<file path="config.mk">
export PLATFORM = sky130hd
export DESIGN_NAME = microfono
export DESIGN_NICKNAME = d
export VERILOG_FILES = /design/src/rtl/microfono_pkg.sv /design/src/rtl/microfono_clkgen.sv /design/src/rtl/microfono.sv
export SDC_FILE = /design/constraint.sdc
export NUM_CORES = 1
export LEC_CHECK = 0
export CAP_MARGIN = 10
export CORE_MARGIN = 1
export CORE_UTILIZATION = 38
export CTS_CLUSTER_DIAMETER = 60
export DETAILED_ROUTE_END_ITERATION = 16
export PLACE_DENSITY = 0.57
export SLEW_MARGIN = 20
export SYNTH_ARGS = -nofsm -noshare
export SYNTH_HDL_FRONTEND = slang
export SYNTH_SLANG_ARGS = --single-unit
</file>
<file path="constraint.sdc">
create_clock -name clk -period 1.85 [get_ports clk]
set_input_delay 0.185 -clock clk [delete_from_list [all_inputs] [get_ports clk]]
set_output_delay 0.185 -clock clk [all_outputs]
set_load 0.02 [all_outputs]
</file>
<file path="src/rtl/microfono_pkg.sv">
// Shared constants and types for the microfono I2S MEMS microphone receiver.
// The STEREO_EN macro enables right-slot capture and the ch output.
package microfono_pkg;

    localparam int CLK_DIV_D   = 4;
    localparam int SLOT_BITS_D = 32;
    localparam int DATA_BITS_D = 18;

    localparam int BIT_CNT_W_D = $clog2(SLOT_BITS_D);

    typedef logic [DATA_BITS_D-1:0] sample_t;

    // Single-cycle strobes marking the clk edge on which mclk toggles.
    typedef struct packed {
        logic rise;
        logic fall;
    } mclk_evt_t;

    // Counter width that stays legal for degenerate ranges of 0..n-1.
    function automatic int cnt_w(input int n);
        return (n < 2) ? 1 : $clog2(n);
    endfunction

endpackage

</file>
<file path="src/rtl/microfono_clkgen.sv">
// Bit-clock / word-select generator: half-period divider, mclk, rise/fall
// event strobes, slot bit counter and ws.
module microfono_clkgen
    import microfono_pkg::*;
#(
    parameter int CLK_DIV   = CLK_DIV_D,
    parameter int SLOT_BITS = SLOT_BITS_D,
    parameter int CNT_W     = cnt_w(SLOT_BITS)
) (
    input  logic             clk,
    input  logic             rst_n,
    input  logic             enable_i,
    output logic             mclk_o,
    output logic             ws_o,
    output mclk_evt_t        evt_o,
    output logic [CNT_W-1:0] bit_cnt_o
);

    localparam int HALF  = CLK_DIV / 2;
    localparam int DIV_W = cnt_w(HALF);

    logic [DIV_W-1:0] div_q, div_d;
    logic             mclk_q, mclk_d;
    logic             ws_q, ws_d;
    logic [CNT_W-1:0] bit_cnt_q, bit_cnt_d;
    logic             tc;

    always_comb begin
        tc         = enable_i && (div_q == DIV_W'(HALF - 1));
        evt_o.rise = tc && !mclk_q;
        evt_o.fall = tc && mclk_q;

        div_d     = tc ? '0 : div_q + 1'b1;
        mclk_d    = mclk_q ^ tc;
        ws_d      = ws_q;
        bit_cnt_d = bit_cnt_q;

        // The slot counter advances on falls so that data, which the
        // microphone changes after a fall, is stable at the following rise.
        if (evt_o.fall) begin
            if (bit_cnt_q == CNT_W'(SLOT_BITS - 1)) begin
                bit_cnt_d = '0;
                ws_d      = !ws_q;
            end else begin
                bit_cnt_d = bit_cnt_q + 1'b1;
            end
        end

        if (!enable_i) begin
            div_d     = '0;
            mclk_d    = 1'b0;
            ws_d      = 1'b0;
            bit_cnt_d = '0;
        end
    end

    always_ff @(posedge clk or negedge rst_n) begin
        if (!rst_n) begin
            div_q     <= '0;
            mclk_q    <= 1'b0;
            ws_q      <= 1'b0;
            bit_cnt_q <= '0;
        end else begin
            div_q     <= div_d;
            mclk_q    <= mclk_d;
            ws_q      <= ws_d;
            bit_cnt_q <= bit_cnt_d;
        end
    end

    assign mclk_o    = mclk_q;
    assign ws_o      = ws_q;
    assign bit_cnt_o = bit_cnt_q;

endmodule

</file>
<file path="src/rtl/microfono.sv">
// I2S MEMS microphone receiver top: drives mclk/ws, deserialises the slot
// MSB-first and strobes done with each sample. STEREO_EN adds right slot + ch.
module microfono
    import microfono_pkg::*;
#(
    parameter int CLK_DIV   = CLK_DIV_D,
    parameter int SLOT_BITS = SLOT_BITS_D,
    parameter int DATA_BITS = DATA_BITS_D
) (
    input  logic                 clk,
    input  logic                 reset,
    input  logic                 enable,
    input  logic                 dataint,
    output logic                 mclk,
    output logic                 ws,
    output logic [DATA_BITS-1:0] data,
`ifdef STEREO_EN
    output logic                 ch,
`endif
    output logic                 done
);

    localparam int CNT_W = cnt_w(SLOT_BITS);

`ifdef STEREO_EN
    localparam bit STEREO = 1'b1;
`else
    localparam bit STEREO = 1'b0;
`endif

    mclk_evt_t        evt;
    logic [CNT_W-1:0] bit_cnt;
    logic             ws_w;

    microfono_clkgen #(
        .CLK_DIV   (CLK_DIV),
        .SLOT_BITS (SLOT_BITS),
        .CNT_W     (CNT_W)
    ) u_clkgen (
        .clk       (clk),
        .rst_n     (reset),
        .enable_i  (enable),
        .mclk_o    (mclk),
        .ws_o      (ws_w),
        .evt_o     (evt),
        .bit_cnt_o (bit_cnt)
    );

    assign ws = ws_w;

    logic [DATA_BITS-1:0] shift_q, shift_d;
    logic [DATA_BITS-1:0] data_q, data_d;
    logic                 done_q, done_d;
    logic                 ch_q, ch_d;
    logic [DATA_BITS:0]   ext;
    logic                 slot_on, in_word, last_bit;

    always_comb begin
        // Appending at the LSB keeps this legal down to DATA_BITS == 1.
        ext      = {shift_q, dataint};
        slot_on  = STEREO || !ws_w;
        in_word  = (bit_cnt != '0) && (bit_cnt <= CNT_W'(DATA_BITS));
        last_bit = (bit_cnt == CNT_W'(DATA_BITS));

        shift_d = shift_q;
        data_d  = data_q;
        done_d  = 1'b0;
        ch_d    = ch_q;

        if (bit_cnt == '0) begin
            shift_d = '0;
        end

        if (evt.rise && slot_on && in_word) begin
            shift_d = ext[DATA_BITS-1:0];
            if (last_bit) begin
                data_d = ext[DATA_BITS-1:0];
                done_d = 1'b1;
                ch_d   = ws_w;
            end
        end
    end

    always_ff @(posedge clk or negedge reset) begin
        if (!reset) begin
            shift_q <= '0;
            data_q  <= '0;
            done_q  <= 1'b0;
            ch_q    <= 1'b0;
        end else if (!enable) begin
            // A partial word is dropped; the last complete sample survives.
            shift_q <= '0;
            done_q  <= 1'b0;
        end else begin
            shift_q <= shift_d;
            data_q  <= data_d;
            done_q  <= done_d;
            ch_q    <= ch_d;
        end
    end

    assign data = data_q;
    assign done = done_q;

`ifdef STEREO_EN
    assign ch = ch_q;
`else
    logic unused_ch;
    assign unused_ch = ch_q;
`endif

endmodule

</file>
Yosys cells after proc, flatten, opt, wreduce, memory -nomap -nowiden. Index checks and enable logic that the tools add are counted.

Magnitude comparators: 1. Add/subtract/negate cells: 2. Muxes and demuxes: 15. Equal/unequal tests: 5. Reductions and logical operators: 12. Bitwise gates (word level): 1.

Operators by type and width (count): $mux 17 (3); $mux 5 (3); $eq 5x5->1 const B (2); $mux 1 (9); $logic_and 1x1->1 (6); $add 5x1->5 const B (1); $le 5x5->1 const B (1); $logic_not 5->1 (1); $reduce_bool 5->1 (1); $ne 2x1->1 const B (2); $ne 3x1->1 const B (1); $reduce_and 3->1 (1); $logic_not 1->1 (2); $reduce_and 2->1 (1); $add 1x1->1 const B (1); $xor 1x1->1 (1).

Input bits: 4. Bits in registers: 44. Output and inout bits: 21.

Longest topological paths before layout.
Word-level depth: 6. Gate-level depth with buffers: 8.

Cells and area by module. From an unflattened synthesis, not the netlist that was laid out.

Cell total of the unflattened synthesis: 125. Area, all modules: 1821.7 sq um.

By module, submodules not included: microfono (area each 1390.1 sq um, times used 1, cells an instance 88, sequential area each 900.9 sq um); microfono_clkgen (area each 431.7 sq um, times used 1, cells an instance 37, sequential area each 200.2 sq um).

Worst setup path after synthesis. No wires, ideal clock.

Kind: input-to-reg. Start: in enable. End: reg data_q[0], in the netlist data[0]. Arrival: 1.957 ns. Stages on the path: 8. Path buffers: 3. Path slack: -0.232 ns. Path through: clkbuf_1 > clkbuf_1 > and2_1 > ha_1 > nor4b_2 > nand4_4 > buf_6 > mux2_4.

Longest elaborated chain between the ends: 5.

RTL lines: from (decl) (RTL line microfono.sv:12) `input logic enable,`; $logic_and 1x1->1 (RTL line microfono_clkgen.sv:29) `tc = enable_i && (div_q == DIV_W'(HALF - 1));`; $logic_and 1x1->1 (RTL line microfono_clkgen.sv:30) `evt_o.rise = tc && !mclk_q;`; $logic_and 1x1->1 (2 in series) (RTL line microfono.sv:74) `if (evt.rise && slot_on && in_word) begin`; $reduce_and 3->1 (no line) (*); to (signal assigned) (RTL line microfono.sv:96) `data_q <= data_d;`; to (decl) (RTL line microfono.sv:52) `logic [DATA_BITS-1:0] data_q, data_d;`.

Every way passes the cells marked *; elsewhere a longest branch is shown, timed or not. A chain may end at the register's enable or synchronous reset.

Worst setup path in the final report.
Start: reg u_clkgen.bit_cnt_q[1], in the netlist u_clkgen.bit_cnt_o[1]. End: reg shift_q[16].

Longest elaborated chain between the ends: 5. Elaborated cells on any way between the ends: 8.

RTL lines: from (decl) (RTL line microfono_clkgen.sv:25) `logic [CNT_W-1:0] bit_cnt_q, bit_cnt_d;`; from (signal assigned) (RTL line microfono_clkgen.sv:67) `bit_cnt_q <= bit_cnt_d;`; $le 5x5->1 or $reduce_bool 5->1 (tied branches) (RTL line microfono.sv:62) `in_word = (bit_cnt != '0) && (bit_cnt <= CNT_W'(DATA_BITS));`; $logic_and 1x1->1 (RTL line microfono.sv:62); $logic_and 1x1->1 (RTL line microfono.sv:74); $mux 17 (RTL line microfono.sv:74); $mux 17 (RTL line microfono.sv:90) `end else if (!enable) begin`; to (signal assigned) (RTL line microfono.sv:95) `shift_q <= shift_d;`; to (decl) (RTL line microfono.sv:51) `logic [DATA_BITS-1:0] shift_q, shift_d;`.

Several ways; a longest one is shown, not always the timed one.

==> run_summary.xml <==
<?xml version="1.0" encoding="UTF-8"?>
<metrics>
  <group name="outcome">
    <metric name="run_status" unit="">finished clean</metric>
  </group>
  <group name="synthesis">
    <metric name="syn_area" unit="mm2">0.00204</metric>
    <metric name="ys.flop_type" unit="">dfrtp_1</metric>
    <metric name="synth.ff_latch_count" unit="">44</metric>
    <metric name="post_synth_most_frequent_cells" unit="">dfrtp_1 (44), nand2_1 (35), mux2i_1 (19)</metric>
    <metric name="synth_simple_gate_area_share" unit="%">14.3</metric>
    <metric name="synth_compound_area_share" unit="%">1.84</metric>
    <metric name="syn-instance-count" unit="">162</metric>
    <metric name="ys_types" unit="">26</metric>
    <metric name="synthMostInstantiatedCell" unit="">dfrtp_1</metric>
    <metric name="synth-edff-count" unit="">0</metric>
    <metric name="synth.net_count" unit="">172</metric>
    <metric name="synthAdderAreaFrac" unit="%">3.68</metric>
    <metric name="synth_top_area_share" unit="%">54.0</metric>
    <metric name="synthDominantAreaCellType" unit="">dfrtp_1</metric>
    <metric name="ys_seq_area_share" unit="%">54.0</metric>
    <metric name="main_combinational_cell_family_by_area_after_synthesis" unit="">multiplexers</metric>
    <metric name="synthXorXnorAreaFrac" unit="%">0.429</metric>
    <metric name="avgSynthCellArea" unit="um2">12.6</metric>
    <metric name="yosys_warnings" unit="">0</metric>
    <metric name="synth_async_sr_flop_share" unit="%">100</metric>
    <metric name="synth.area.top_cells" unit="">dfrtp_1 (54%), mux2i_1 (9.3%), mux2_4 (6.6%)</metric>
    <metric name="synth_mux_area_share" unit="%">20.9</metric>
  </group>
  <group name="global_route">
    <metric name="global_route.usage.total" unit="%">14.5</metric>
    <metric name="total_congestion_overflow_after_global_routing" unit="">0</metric>
    <metric name="antenna_found_initial" unit="">0</metric>
    <metric name="grt_pass1_wl" unit="mm">6.03</metric>
    <metric name="grt_pass1_vias" unit="">1293</metric>
    <metric name="grt_max_degree" unit="">35</metric>
  </group>
  <group name="power">
    <metric name="seqPwrFrac" unit="%">57.7</metric>
    <metric name="leakagePower" unit="nW">1.29</metric>
    <metric name="total_switching_power" unit="mW">0.382</metric>
    <metric name="power-per-cell-area" unit="mW/mm2">660</metric>
    <metric name="pwr-share-clk" unit="%">38.1</metric>
    <metric name="comb_power_share" unit="%">4.2</metric>
    <metric name="post-layout-total-power" unit="mW">1.68</metric>
    <metric name="irDropWorstVdd" unit="mV">0.375</metric>
    <metric name="switching_share" unit="%">22.8</metric>
    <metric name="cellInternalPower" unit="mW">1.29</metric>
  </group>
  <group name="sta">
    <metric name="slew-limit-headroom" unit="%">49.1</metric>
    <metric name="setup_total_negative_slack" unit="ns">0</metric>
    <metric name="rsz_0062_raised_after_global_routing" unit="">yes</metric>
    <metric name="fin_hold_ws" unit="ns">0.420</metric>
    <metric name="fmaxAchievable" unit="GHz">0.554</metric>
    <metric name="worstMarginPinSlew" unit="ns">0.764</metric>
    <metric name="setup_viol_count_final" unit="">0</metric>
    <metric name="layout_skew" unit="ns">0.00800</metric>
    <metric name="slew_violations" unit="">0</metric>
    <metric name="min_period" unit="ns">1.81</metric>
    <metric name="finalHoldViolCount" unit="">0</metric>
    <metric name="final_worst_path_period_share" unit="%">97.6</metric>
  </group>
  <group name="finish">
    <metric name="area.sequential" unit="mm2">0.00110</metric>
    <metric name="layout-drive-gt1-share" unit="%">23.7</metric>
    <metric name="multi_input_comb_area" unit="um2">858</metric>
    <metric name="layout-area-overhead-vs-synth" unit="%">24.4</metric>
    <metric name="filler_cell_count" unit="">502</metric>
    <metric name="number_of_nets_at_the_end_of_the_flow" unit="">207</metric>
    <metric name="number_of_diodes_added_for_antenna_fixing" unit="">0</metric>
  </group>
  <group name="critical_path">
    <metric name="critPathSlowestCell" unit="">or4b_4</metric>
    <metric name="critical_path_class" unit="">reg -&gt; reg</metric>
    <metric name="crit-reg2reg-capture" unit="">shift_q[16]</metric>
    <metric name="cp_data_required_time" unit="ns">2.07</metric>
    <metric name="critical_path.max_stage_delay" unit="ns">0.46</metric>
    <metric name="critical_path.endpoint" unit="">shift_q[16]</metric>
    <metric name="path_cells" unit="">inv_2 -&gt; ha_1 -&gt; or4b_4 -&gt; nand4b_1 -&gt; clkbuf_16 -&gt; mux2i_1</metric>
    <metric name="timing.critical_path.from_type" unit="">register</metric>
    <metric name="reg2reg_depth" unit="">6</metric>
    <metric name="endpoint_kind" unit="">register</metric>
    <metric name="start_point_of_the_critical_path" unit="">u_clkgen.bit_cnt_o[1]</metric>
    <metric name="worst-endpoint-arrival" unit="ns">2.02</metric>
    <metric name="crit_cells" unit="">6</metric>
    <metric name="setup.reg_to_reg.worst_slack" unit="ns">0.04</metric>
    <metric name="crit_path_max_fanout" unit="">8</metric>
    <metric name="critPathTopFamily" unit="">simple AND/OR/NAND/NOR gates</metric>
    <metric name="crit_buf_inv" unit="">2</metric>
    <metric name="r2r_start" unit="">u_clkgen.bit_cnt_o[1]</metric>
  </group>
  <group name="clocking">
    <metric name="clkTransAtPathRegs" unit="ns">0.09</metric>
    <metric name="cts_buffers" unit="">5</metric>
    <metric name="cts.sinks" unit="">44</metric>
    <metric name="tritoncts" unit="">done</metric>
    <metric name="clock_latency_at_the_later_pin_of_the_worst_skew_pair" unit="ns">0.29</metric>
    <metric name="clk_buf_depth" unit="">2</metric>
    <metric name="ctsHtreeMaxLevel" unit="">2</metric>
    <metric name="root_buffer_master" unit="">clkbuf_8</metric>
  </group>
  <group name="floorplan">
    <metric name="placeable_core_region" unit="mm2">0.00514</metric>
    <metric name="die-area" unit="mm2">0.00567</metric>
    <metric name="io_pins" unit="">25</metric>
    <metric name="die-height" unit="um">75.3</metric>
    <metric name="initial_utilization" unit="%">39.7</metric>
    <metric name="die_w" unit="um">75.3</metric>
    <metric name="core.rowCount" unit="">26</metric>
  </group>
  <group name="worst_hold_path">
    <metric name="worst_hold_path_type" unit="">reg -&gt; reg</metric>
    <metric name="hp-start" unit="">u_clkgen.div_q</metric>
  </group>
  <group name="place">
    <metric name="portBuffers" unit="">24</metric>
    <metric name="dpl.hpwl" unit="mm">2.42</metric>
    <metric name="place_congestion" unit="">0.724</metric>
  </group>
  <group name="drt">
    <metric name="drt-wirelength-per-cell" unit="um">13.7</metric>
    <metric name="ant_nets" unit="">0</metric>
    <metric name="drt-vias-per-instance" unit="">4.79</metric>
    <metric name="dr_total_vias" unit="">1284</metric>
    <metric name="remaining_drc_errors" unit="">0</metric>
    <metric name="route.final.wire_length" unit="mm">3.66</metric>
    <metric name="detailedRoute.firstIterationViolations" unit="">79</metric>
    <metric name="detailedRoute.firstPassIterationCount" unit="">4</metric>
  </group>
  <group name="job">
    <metric name="cap_violations" unit="">0</metric>
  </group>
</metrics>
-- worst min-delay path by stage --
stage                                 to  cells past startpoint
final                     u_clkgen.div_q                      1
after global routing      u_clkgen.div_q                      1
after CTS                 u_clkgen.div_q                      1
after detailed placement         data[1]                      1
after global placement           data[1]                      1
after floorplan                  data[0]                      0
-- timing repair --
| action | CTS | global route |
|---|---|---|
| hold buffers | 1 | 0 |
| setup buffers | 0 | 2 |
| setup endpoints to repair | 7 | 14 |
| hold endpoints to repair | 32 | 0 |
| gates cloned | 0 | 1 |
| gates resized for setup | 1 | 6 |
-- cell usage in the layout, fill, tap and decap left out --
| cell type | instances |
|---|---|
| o21ai_0 | 3 |
| buf_2 | 1 |
| a32o_1 | 1 |
| ha_2 | 1 |
| nand3b_1 | 1 |
| nor2b_1 | 6 |
| and3_1 | 2 |
| dfrtp_1 | 43 |
| dfrtp_2 | 1 |
| nand2_1 | 35 |
| clkinvlp_4 | 2 |
| and2_1 | 3 |
| xnor2_1 | 1 |
| nor4bb_1 | 2 |
| mux2_2 | 9 |
| mux2i_1 | 19 |
| dlygate4sd3_1 | 1 |
| nor4b_4 | 1 |
| buf_4 | 9 |
| inv_2 | 2 |
| nand4b_1 | 1 |
| buf_12 | 2 |
| nand4_4 | 1 |
| clkbuf_16 | 1 |
| inv_1 | 2 |
| mux2_4 | 9 |
| o31ai_1 | 1 |
| nor2_1 | 1 |
| and2_4 | 1 |
| clkdlybuf4s50_1 | 23 |
| a21oi_1 | 1 |
| ha_1 | 5 |
| clkbuf_8 | 6 |
| or4b_4 | 1 |
-- layer usage --
layer / vias to the layer above / GRT usage [%] / share of wire (%)
met4: 0 / 4.94 / 1.0
met5: - / 0 / 0
met1: 639 / 17.4 / 47
li1: 620 / - / -
met3: 5 / 4.02 / 2.8
met2: 20 / 24.9 / 49
-- power groups by stage --
stage / clock network [mW] / logic, mW / registers, mW
floorplan: 0 / 0.0287 / 0.988
detailed placement: 0 / 0.0680 / 0.987
finish: 0.639 / 0.0703 / 0.967
CTS: 0.655 / 0.0696 / 0.968
global route: 0.698 / 0.0799 / 0.968
global placement: 0 / 0.0661 / 0.987
-- cells by family after synthesis --
| kind of cell | count (synthesis) |
|---|---|
| muxes | 37 |
| buffers and inverters | 13 |
| and+or+nand+nor | 55 |
| adders and majority gates | 6 |
| xor gates and xnor gates | 1 |
| DFF | 44 |
| AOI/OAI and AO/OA | 6 |
-- sequential cells by signal, summed over array words and instances, names as in the netlist --
signal              flops
data                   18
shift_q                17
u_clkgen.bit_cnt_o      5
done                    1
u_clkgen.div_q          1
u_clkgen.mclk_o         1
u_clkgen.ws_o           1
-- per-stage QoR --
stage / utilization (%) / setup slack [ns] / cells / instance area (um2)
floorplan: - / 0.00904 / 162 / 2060
global placement: 46.3 / -0.102 / 256 / 2380
detailed placement: 46.3 / -0.156 / 256 / 2380
CTS: 48.4 / 0.0581 / 265 / 2490
global route: 49.4 / -0.0237 / 268 / 2540
finish: 49.4 / 0.0450 / 268 / 2540
-- area by class of cell --
class / instances / area share (%)
Clock buffer: 6 / 3.25
Sequential cell: 44 / 43.4
Tap cell: 70 / 3.45
Timing Repair Buffer: 37 / 14.9
Inverter: 4 / 0.591
Clock inverter: 2 / 0.591
Multi-Input combinational cell: 105 / 33.8
-- worst register-to-register path, delay by kind of cell (launching register included) --
| family | cells | cell delay (ns) |
|---|---|---|
| AND/OR/NAND/NOR | 2 | 0.69 |
| flip-flops | 1 | 0.44 |
| buffers and inverters | 2 | 0.28 |
| multiplexers | 1 | 0.19 |
| adder cells (fa/ha/maj) | 1 | 0.12 |
No activity file was read; power rests on OpenSTA's default activity.
